===== config.mk =====
export PLATFORM = sky130hd
export DESIGN_NAME = ds1302_ctrlmod
export DESIGN_NICKNAME = d
export VERILOG_FILES = /design/src/rtl/ds1302_ctrlmod_pkg.sv /design/src/rtl/ds1302_ctrlmod.sv
export SDC_FILE = /design/constraint.sdc
export NUM_CORES = 1
export LEC_CHECK = 0
export ABC_AREA = 1
export CAP_MARGIN = 20
export CORE_MARGIN = 2
export CORE_UTILIZATION = 30
export DETAILED_ROUTE_END_ITERATION = 10
export MAX_ROUTING_LAYER = met4
export SLEW_MARGIN = 30
export SYNTH_ARGS = -nofsm -noshare
export SYNTH_HDL_FRONTEND = slang
export SYNTH_SLANG_ARGS = --single-unit

===== constraint.sdc =====
create_clock -name CLOCK -period 2.7 [get_ports CLOCK]
set_input_delay 0.54 -clock CLOCK [delete_from_list [all_inputs] [get_ports CLOCK]]
set_output_delay 0.54 -clock CLOCK [all_outputs]
set_load 0.02 [all_outputs]

===== src/rtl/ds1302_ctrlmod_pkg.sv =====
// rtl/ds1302_ctrlmod_pkg.sv - DS1302 command bytes, bit masks and sequencer state encodings
package ds1302_ctrlmod_pkg;

  localparam logic [7:0] CMD_WP     = 8'h8E;
  localparam logic [7:0] CMD_WR_SEC = 8'h80;
  localparam logic [7:0] CMD_RD_SEC = 8'h81;
  localparam logic [7:0] CMD_WR_MIN = 8'h82;
  localparam logic [7:0] CMD_RD_MIN = 8'h83;
  localparam logic [7:0] CMD_WR_HR  = 8'h84;
  localparam logic [7:0] CMD_RD_HR  = 8'h85;

  localparam logic [7:0] CH_MASK      = 8'h80;
  localparam logic [7:0] HR_1224_MASK = 8'h80;
  localparam logic [7:0] SEC_RD_MASK  = 8'h7F;
  localparam logic [7:0] MIN_RD_MASK  = 8'h7F;
  localparam logic [7:0] HR_RD_MASK   = 8'h3F;

  localparam logic [1:0] CALL_IDLE = 2'b00;
  localparam logic [1:0] CALL_RD   = 2'b01;
  localparam logic [1:0] CALL_WR   = 2'b10;

  typedef enum logic [3:0] {
    INIT_WP, INIT_H, INIT_M, INIT_S,
    LOOP, RD_S, RD_M, RD_H, PUBLISH, WAIT,
    SET_WP, SET_H, SET_M, SET_S
  } state_t;

  typedef struct packed {
    logic       txn;
    logic [1:0] call;
    logic [7:0] addr;
    logic [7:0] data;
  } cmd_t;

endpackage


===== src/rtl/ds1302_ctrlmod.sv =====
// rtl/ds1302_ctrlmod.sv - DS1302 init/poll/set command sequencer driving ds1302_funcmod
module ds1302_ctrlmod
  import ds1302_ctrlmod_pkg::*;
#(
  parameter int          POLL_CYCLES = 2_500_000,
  parameter logic [23:0] INIT_TIME   = 24'h12_00_00
) (
  input  logic        CLOCK,
  input  logic        RESET,
  output logic [1:0]  oCall,
  input  logic        iDone,
  output logic [7:0]  oAddr,
  output logic [7:0]  oData,
  input  logic [7:0]  iData,
  input  logic        iSet,
  input  logic [23:0] iSetTime,
  output logic [23:0] oTime,
  output logic        oTimeValid,
  output logic        oSetAck
);

  state_t      state, state_d;
  cmd_t        cmd;
  logic [1:0]  call_q, call_d;
  logic [7:0]  addr_q, addr_d, data_q, data_d;
  logic [7:0]  sec_q, sec_d, min_q, min_d;
  logic [23:0] time_q, time_d;
  logic        tv_q, tv_d, ack_q, ack_d;
  logic        pend_q, pend_d;
  logic [23:0] pend_time_q, pend_time_d, set_time_q, set_time_d;
  logic [31:0] cnt_q, cnt_d;
  logic [23:0] src_time;
  logic        set_phase, done;

  assign set_phase = (state == SET_WP) || (state == SET_H) || (state == SET_M) || (state == SET_S);
  assign src_time  = set_phase ? set_time_q : INIT_TIME;

  // Per-state transaction descriptor; CH and 12/24 bits are forced low on writes.
  always_comb begin
    cmd = '{txn: 1'b0, call: CALL_IDLE, addr: 8'h00, data: 8'h00};
    case (state)
      INIT_WP, SET_WP: cmd = '{1'b1, CALL_WR, CMD_WP, 8'h00};
      INIT_H, SET_H:   cmd = '{1'b1, CALL_WR, CMD_WR_HR, src_time[23:16] & ~HR_1224_MASK};
      INIT_M, SET_M:   cmd = '{1'b1, CALL_WR, CMD_WR_MIN, src_time[15:8]};
      INIT_S, SET_S:   cmd = '{1'b1, CALL_WR, CMD_WR_SEC, src_time[7:0] & ~CH_MASK};
      RD_S:            cmd = '{1'b1, CALL_RD, CMD_RD_SEC, 8'h00};
      RD_M:            cmd = '{1'b1, CALL_RD, CMD_RD_MIN, 8'h00};
      RD_H:            cmd = '{1'b1, CALL_RD, CMD_RD_HR, 8'h00};
      default: ;
    endcase
  end

  // A done pulse only counts while our call is actually asserted.
  assign done = cmd.txn && (call_q != CALL_IDLE) && iDone;

  always_comb begin
    state_d     = state;
    call_d      = call_q;
    addr_d      = addr_q;
    data_d      = data_q;
    sec_d       = sec_q;
    min_d       = min_q;
    time_d      = time_q;
    tv_d        = 1'b0;
    ack_d       = 1'b0;
    pend_d      = pend_q;
    pend_time_d = pend_time_q;
    set_time_d  = set_time_q;
    cnt_d       = cnt_q;

    if (iSet) begin
      pend_d      = 1'b1;
      pend_time_d = iSetTime;
    end

    if (cmd.txn) begin
      if (done) begin
        call_d = CALL_IDLE;
        case (state)
          INIT_WP: state_d = INIT_H;
          INIT_H:  state_d = INIT_M;
          INIT_M:  state_d = INIT_S;
          INIT_S:  state_d = LOOP;
          RD_S: begin
            sec_d   = iData & SEC_RD_MASK;
            state_d = RD_M;
          end
          RD_M: begin
            min_d   = iData & MIN_RD_MASK;
            state_d = RD_H;
          end
          RD_H: begin
            time_d  = {iData & HR_RD_MASK, min_q, sec_q};
            tv_d    = 1'b1;
            state_d = PUBLISH;
          end
          SET_WP:  state_d = SET_H;
          SET_H:   state_d = SET_M;
          SET_M:   state_d = SET_S;
          SET_S: begin
            ack_d   = 1'b1;
            state_d = LOOP;
          end
          default: ;
        endcase
      end else begin
        call_d = cmd.call;
        addr_d = cmd.addr;
        data_d = cmd.data;
      end
    end else begin
      case (state)
        LOOP: begin
          if (pend_q || iSet) begin
            set_time_d = iSet ? iSetTime : pend_time_q;
            pend_d     = 1'b0;
            state_d    = SET_WP;
          end else begin
            state_d = RD_S;
          end
        end
        PUBLISH: state_d = WAIT;
        WAIT: begin
          if (cnt_q == 32'(POLL_CYCLES - 1)) begin
            cnt_d   = 32'd0;
            state_d = LOOP;
          end else begin
            cnt_d = cnt_q + 32'd1;
          end
        end
        default: ;
      endcase
    end
  end

  always_ff @(posedge CLOCK or negedge RESET) begin
    if (!RESET) begin
      state       <= INIT_WP;
      call_q      <= CALL_IDLE;
      addr_q      <= 8'h00;
      data_q      <= 8'h00;
      sec_q       <= 8'h00;
      min_q       <= 8'h00;
      time_q      <= 24'h0;
      tv_q        <= 1'b0;
      ack_q       <= 1'b0;
      pend_q      <= 1'b0;
      pend_time_q <= 24'h0;
      set_time_q  <= 24'h0;
      cnt_q       <= 32'd0;
    end else begin
      state       <= state_d;
      call_q      <= call_d;
      addr_q      <= addr_d;
      data_q      <= data_d;
      sec_q       <= sec_d;
      min_q       <= min_d;
      time_q      <= time_d;
      tv_q        <= tv_d;
      ack_q       <= ack_d;
      pend_q      <= pend_d;
      pend_time_q <= pend_time_d;
      set_time_q  <= set_time_d;
      cnt_q       <= cnt_d;
    end
  end

  assign oCall      = call_q;
  assign oAddr      = addr_q;
  assign oData      = data_q;
  assign oTime      = time_q;
  assign oTimeValid = tv_q;
  assign oSetAck    = ack_q;

endmodule


---- Yosys cells after proc, flatten, opt, wreduce, memory -nomap -nowiden ----
Cells that the tools add are included.
word-level totals
  register bits after elaboration ......... 138
  input bits .............................. 36
  output and inout bits ................... 44
  word-level logic and storage cells ...... 74
operators by class
  add/subtract/negate cells ............... 1
  eq/ne operators ......................... 17
  muxes and demuxes ....................... 21
  bitwise gates (word level) .............. 2
  reduce and logical (&&, ||, !) cells .... 20
operators by type and width
  kind                     count
  $pmux W19 S7             1
  $pmux W4 S10             1
  $add A32 B1 Y32 const B  1
  $eq A32 B22 Y1 const B   1
  $mux W32                 1
  $eq A4 B4 Y1 const B     6
  $mux W24                 1
  $mux W23                 1
  $eq A4 B3 Y1 const B     4
  $mux W4                  4
  $pmux W4 S3              1
  $reduce_and A3 Y1        4
  $ne A11 B2 Y1 const B    1
  $mux W1                  10
  $eq A4 B2 Y1 const B     2
  $reduce_or A2 Y1         4
  $eq A4 B1 Y1 const B     1
  $logic_not A4 Y1         1
  $logic_or A1 B1 Y1       4
  $reduce_and A2 Y1        2
  $reduce_and A4 Y1        1
  $reduce_bool A4 Y1       1
  $ne A3 B3 Y1 const B     1
  $logic_and A1 B1 Y1      2
  4 further kinds          5

---- Longest topological paths before layout ----
Gate-level depths: netlist (run 1).
  word-level depth ........................ 10
  gate-level depth with buffers ........... 12
  depth with buffers taken out ............ 11

---- Worst setup path after synthesis (run 1) ----
OpenSTA, ideal clock, no wires.
  path type ............................... input to register
  from .................................... input iSet
  to ...................................... register set_time_q[10]
  setup time .............................. 0.125 ns
  arrival time ............................ 1.762 ns
  required time ........................... 2.575 ns
  slack ................................... 0.813 ns
  stages on the path ...................... 5
  buffers on the path ..................... 2
  cells stage by stage .................... clkbuf_1 nor2_1 nor3_2 buf_2 mux2_2
on the way
  longest elaborated chain between the ends .. 2
  elaborated cells on any way between the ends .. 3
  classes of those cells .................. mux: 1; reduce/logical: 2
ends and longest elaborated chain
  item                                line                   source
  start: declaration                  ds1302_ctrlmod.sv:15   input logic iSet,
  $logic_or A1 B1 Y1                  ds1302_ctrlmod.sv:114  if (pend_q || iSet) begin
  $reduce_and A3 Y1 (no source line)  --
  end signal: assignment              ds1302_ctrlmod.sv:163  set_time_q <= set_time_d;
  end: declaration                    ds1302_ctrlmod.sv:30   logic [23:0] pend_time_q, pend_time_d, set_time_q, set_time_d;
Parallel ways exist; a longest one is shown, timed or not.
A chain may end at the register's enable or synchronous reset.

---- Worst setup path in the final report (run 1) ----
  from .................................... register state[1]
  to ...................................... register cnt_q[22]
on the way
  longest elaborated chain between the ends .. 5
  elaborated cells on any way between the ends .. 19
  classes of those cells .................. eq/ne: 11; mux: 1; bitwise: 1; reduce/logical: 6
ends and longest elaborated chain
  item                                        line                   source
  start: declaration                          ds1302_ctrlmod.sv:22   state_t state, state_d;
  start signal: assignment                    ds1302_ctrlmod.sv:152  state <= state_d;
  $eq A4 B4 Y1, or another cell as far along  ds1302_ctrlmod.sv:41   case (state)
  $reduce_or A2 Y1 (on tied branches)         --
  $pmux W19 S7                                ds1302_ctrlmod.sv:41
  $not A1 Y1 (no source line)                 --
  $reduce_and A2 Y1 (no source line) *        --
  end signal: assignment                      ds1302_ctrlmod.sv:164  cnt_q <= cnt_d;
  end: declaration                            ds1302_ctrlmod.sv:31   logic [31:0] cnt_q, cnt_d;
Mark *: on every way between the ends. The rest lies on a longest branch, timed or not.

==> flow_summary.toml, run 1 <==
[floorplanning]
row_count = 52
ioPinCount = 80
fp.dieW_um = 148
die_area_um2 = 21900
core-area_um2 = 20300
die_h_um = 148
start_util = 0.307

[clocking]
insertion_delay_ns = 0.41
cts_root_buf = "clkbuf_16"
clock-sinks = 132
cts_setup_buffers = 0
cts_hold_buf = 0
cts_max_level = 4
cts_tree = "yes"
clkTransAtPathRegs_ns = 0.06
cts_inserted_buffers = 17
ctsResizeCount = 0
clock_path_buffers = 2

[placement]
io_buffers = 69
pre_cts_slack_ns = 0.500
detailed_place_hpwl_um = 10400
gp_congestion = 0.924

[power]
p_total_w = 0.00449
power_leakage_nw = 3.79
irDropWorstVdd_uv = 428
power_density_nw_per_um2 = 574

[setup_path]
crit_slowest_cell = "dfrtp_1"
path_buf_inv = 2
cp_cell_sequence = "inv_1 > nand2_1 > nor2_4 > inv_2 > nor2_1 > nand4_1 > nor2_1 > xor2_1"
cpMostUsedCell = "nor2_1"
crit_family = "simple AND/OR/NAND/NOR gates"
required_ns = 3.04
critPathCaptureType = "flip-flop"
critical_path_arrival_ns = 2.45
path_class = "reg -> reg"
crit_path_max_incr_delay_ns = 0.45
start_kind = "flip-flop"
cp_max_fo = 15

[sta]
layout_setup_ws_ns = 0.585
max_freq_ghz = 0.473
relSlewSlack = 0.626
finalSetupTns_ns = 0
setup_viol = 0
hold_viol_final = 0
period_share = 0.783
period_needed_ns = 2.11
finalClockSkew_ns = 0.00683
worst_pin_slew_ns = 0.562
maxSlewViolCount = 0
rsz0062_at_grt = "false"

[global_route]
grt_antenna_before_repair = 0
overflow = 0
grt_pass1_wl_um = 24400
track_usage = 0.142
grt_max_degree = 54
grt_pass1_vias = 4996

[layout]
antenna_cells = 0
nFillCells = 2088
multi_input_area_um2 = 2590
nNetsFinal = 896
areaGrowthSynthToFinish_pct = 25.3
drive_gt1_frac = 0.0907
regArea_um2 = 3300

[routing]
dr.pass1.iters = 4
wl_per_cell_um = 12.6
drtIter0Drc = 361
routed_wirelength_um = 14300
avgViaCountPerCell = 4.46
drc = 0
num_vias = 5090
final_antenna_net_count = 0

[yosys]
synth-seq-cells = 132
ys_types = 31
syn-cell-area_um2 = 6230
ys_warn_count = 0
synth_area_leaders = "dfrtp_1 53%, nand2_1 21%, nor2_1 4.0%"
synthCells = 779
post-synth-top-area-cell = "dfrtp_1"
avgSynthCellArea_um2 = 8.00
ys_seq_area_frac = 0.530
yosysTopAreaCellShare = 0.530

[status]
status = "complete, no violations"

[flow_run]
maxCapViolCount = 0

[hold_path]
hold_class = "in -> async"
## placed cells by master, fill, tap and decap left out
master	count
mux2_2	20
buf_4	9
nand4_1	8
xor2_1	13
a31oi_1	1
clkinvlp_4	4
clkinv_4	4
buf_12	1
nand3_2	2
o22ai_1	1
xnor2_1	1
nand3b_1	1
nor2_1	66
clkbuf_16	17
nor2_2	4
o21ai_0	36
clkbuf_8	1
nand2_4	2
nor3_1	14
inv_2	3
dfrtp_1	132
or2_2	1
ha_1	1
nand2_2	3
conb_1	7
nor2_4	2
o21bai_1	1
nor3b_1	2
clkdlybuf4s50_1	68
nand2_1	347
a21oi_1	6
inv_6	3
nor3_2	1
inv_1	55
bufinv_16	2
nand3_1	32
## final cells by class
type	instances	area share
Clock buffer	18	0.0562
Clock inverter	13	0.0194
Inverter	58	0.0279
Multi-Input combinational cell	572	0.332
Sequential cell	132	0.423
Tap cell	270	0.0432
Timing Repair Buffer	78	0.0983
## final timing paths
path	from	end	slack, ns	cells after the start
worst max-delay path	state[1]	cnt_q[22]	0.59	8
worst min-delay path	RESET	pend_time_q[12]	0.11	1
worst max register to register	state[1]	cnt_q[22]	0.59	8
worst min register to register	pend_time_q[16]	pend_time_q[16]	0.46	2
max in group asynchronous	RESET	min_q[3]	1.82	2
min in group CLOCK	pend_time_q[16]	pend_time_q[16]	0.46	2
## worst register-to-register path, cell delays in order (launching register included)
cell and delay, ns:
dfrtp_1 0.45, inv_1 0.13, nand2_1 0.11, nor2_4 0.33, inv_2 0.20, nor2_1 0.26, nand4_1 0.22, nor2_1 0.19
xor2_1 0.15
## logic make-up after synthesis
group,count (synthesis),synth area share
fa+ha+maj,1,0.00201
flops,132,0.530
compound gates,45,0.0369
simple gates,485,0.317
xor+xnor,14,0.0197
buf+inv,81,0.0574
other cells,1,0.000602
mux,20,0.0361
## Yosys cell counts, drive strengths merged
cell type and instances:
nand2 352, dfrtp 132, nor2 72, inv 58
o21ai 36, nand3 34, mux2 20, buf 15
nor3 15, xor2 13, clkbuf 8, nand4 8
a21oi 6, nor3b 2, a31oi 1, conb 1
ha 1, nand3b 1, o21bai 1, o22ai 1
or2 1, xnor2 1
## report_power, final
part	leakage (nW)	internal [W]	switching, W	total, W
Combinational	1.76	0.0000696	0.0000980	0.000168
Sequential	1.75	0.00202	0.0000146	0.00204
Clock	0.276	0.00139	0.000893	0.00228
## registers in the layout (all words and copies together) (netlist names)
name         count
cnt_q           32
min_q            7
oAddr            5
oCall            2
oData            8
oSetAck          1
oTime           20
oTimeValid       1
pend_q           1
pend_time_q     22
sec_q            7
set_time_q      22
state            4
## layer usage
metal  GRT usage  part of all wire  wire (µm)
met1       0.191              0.49       7070
met2       0.214              0.46       6530
met3      0.0322             0.038        538
met4      0.0405             0.014        197
met5           -                 0          0
## through the flow
stage,std cells,hold WS [ns],area [µm²],utilization
6_report,1141,0.114,7810,0.385
3_5_place_dp,1110,0.455,7220,0.356
4_1_cts,1141,0.129,7810,0.385
2_1_floorplan,785,0.244,6260,-
3_3_place_gp,1110,0.448,7220,0.356
5_1_grt,1141,0.145,7810,0.385
(Power assumes the default switching activity.)
==> run 2, diff against run 1 <==
==> constraint.sdc (replaced) <==
create_clock -name CLOCK -period 2 [get_ports CLOCK]
set_input_delay 0.4 -clock CLOCK [delete_from_list [all_inputs] [get_ports CLOCK]]
set_output_delay 0.4 -clock CLOCK [all_outputs]
set_load 0.02 [all_outputs]
==> run 2 against run 1 <==
Net effect: critical path depth is 7 lower; clock skew is 0.00080 ns lower; highest routed layer unchanged; via count is 0.29% lower; clock power is 28% higher.
==> flow_summary.toml, run 2 (same netlist as run 1, synthesis figures left out) <==
[clocking]
cts_setup_buffers = 0
cts_root_buf = "clkbuf_16"
cts_tree = "yes"
clkTransAtPathRegs_ns = 0.06
cts_inserted_buffers = 17
insertion_delay_ns = 0.41
cts_max_level = 4
clock-sinks = 132
clock_path_buffers = 2

[layout]
nNetsFinal = 912
finalCoreUtilization = 0.393
top_register = "cnt_q"
drive_gt1_frac = 0.115
layout_common_cells = "347 x nand2_1, 129 x dfrtp_1, 68 x clkdlybuf4s50_1"
antenna_cells = 0
final_cells = 1157
largest_reg_flops = 32
final_common_cell = "nand2_1"
reg.largest.list = "cnt_q x32, pend_time_q x22, set_time_q x22"
areaGrowthSynthToFinish_pct = 28.0

[power]
irDropWorstVdd_uv = 580
power.switching_w = 0.00133
clock_power_share = 0.494
p_int_w = 0.00456
p_comb_frac = 0.040
power_density_nw_per_um2 = 738
p_sw_frac = 0.226
p_seq_frac = 0.467
power_leakage_nw = 3.88

[setup_path]
start_kind = "flip-flop"
cp_cell_sequence = "clkdlybuf4s50_1"
crit_path_max_incr_delay_ns = 0.63
path_buf_inv = 1
crit_family = "buffers and inverters"
critPathCaptureType = "primary output"
crit_slowest_cell = "clkdlybuf4s50_1"
path_class = "reg -> out"
required_ns = 1.60
reg2reg_setup_slack_ns = 0.17
critical_path_arrival_ns = 1.43
cp_max_fo = 2

[placement]
detailed_place_hpwl_um = 10400
dp_cells = 1124
io_buffers = 69
gp_congestion = 0.906

[sta]
timing.hold.ws_ns = 0.466
hold_viol_final = 0
finalSetupTns_ns = 0
finalClockSkew_ns = 0.00603
worst_pin_slew_ns = 0.539
max_freq_ghz = 0.547
rsz0062_at_grt = "false"
period_needed_ns = 1.83
period_share = 0.914
maxSlewViolCount = 0
relSlewSlack = 0.638
setup_viol = 0

[status]
status = "complete, no violations"

[routing]
wl_per_cell_um = 12.5
drtIter0Drc = 306
final_antenna_net_count = 0
drc = 0
routed_wirelength_um = 14500
dr.pass1.iters = 4
avgViaCountPerCell = 4.39
num_vias = 5075

[floorplanning]
fp.dieW_um = 148
die_area_um2 = 21900
row_count = 52
core-area_um2 = 20300
die_h_um = 148
start_util = 0.307
ioPinCount = 80

[global_route]
overflow = 0
grt_pass1_vias = 5057
track_usage = 0.141
grt_antenna_before_repair = 0
grt_max_degree = 79
grt_pass1_wl_um = 24400

[hold_path]
hold_class = "reg -> reg"

[flow_run]
maxCapViolCount = 0
-- run 2: worst min-delay path: stages (launching register included) --
cell and delay, ns:
dfrtp_1 0.32, nand2_1 0.05, nand2_1 0.06
-- run 2: through the flow --
stage,cell area [µm²],total power [W],setup WS [ns]
after floorplan,6260,0.00288,0.253
after global placement,7360,0.00303,0.0325
after detailed placement,7360,0.00303,0.0432
after CTS,7920,0.00596,0.0156
after global routing,7980,0.00611,0.00384
final,7980,0.00589,0.171
-- run 2: routing by layer --
| metal | part of all wire | GRT usage | vias up |
|---|---|---|---|
| met5 | 0 | - | - |
| met4 | 0.0095 | 0.0386 | 0 |
| met3 | 0.037 | 0.0322 | 14 |
| met2 | 0.46 | 0.216 | 85 |
| met1 | 0.50 | 0.190 | 2352 |
| li1 | - | - | 2624 |
-- run 2: path summary, 6_finish.rpt --
| kind | to | depth (start not counted) | from |
|---|---|---|---|
| max | oData[5] | 1 | oData[5] |
| min in group asynchronous | pend_time_q[20] | 3 | RESET |
| min | pend_time_q[19] | 2 | pend_time_q[19] |
| min reg2reg | pend_time_q[19] | 2 | pend_time_q[19] |
| max reg2reg | oAddr[7] | 10 | state[0] |
| max in group asynchronous | state[0] | 3 | RESET |
-- run 2: timing repair --
| action | CTS | global route |
|---|---|---|
| endpoints found under the hold margin | 50 | 0 |
| gates resized for setup | 0 | 13 |
| hold buffers | 1 | 0 |
| endpoints found under the setup margin | 0 | 39 |
-- run 2: final cells by class --
cell class	instances	area (µm²)
Inverter	58	218
Timing Repair Buffer	93	921
Tap cell	270	338
Sequential cell	132	3310
Clock buffer	18	439
Clock inverter	13	110
Fill cell	2044	12300
Multi-Input combinational cell	573	2650
-- run 2: power groups by stage --
stage                     clock network [W]  registers (W)  logic (W)
after CTS                           0.00298        0.00275   0.000239
final                               0.00291        0.00275   0.000234
after global routing                0.00309        0.00275   0.000265
after floorplan                           0        0.00279  0.0000912
after global placement                    0        0.00279   0.000235
after detailed placement                  0        0.00280   0.000237
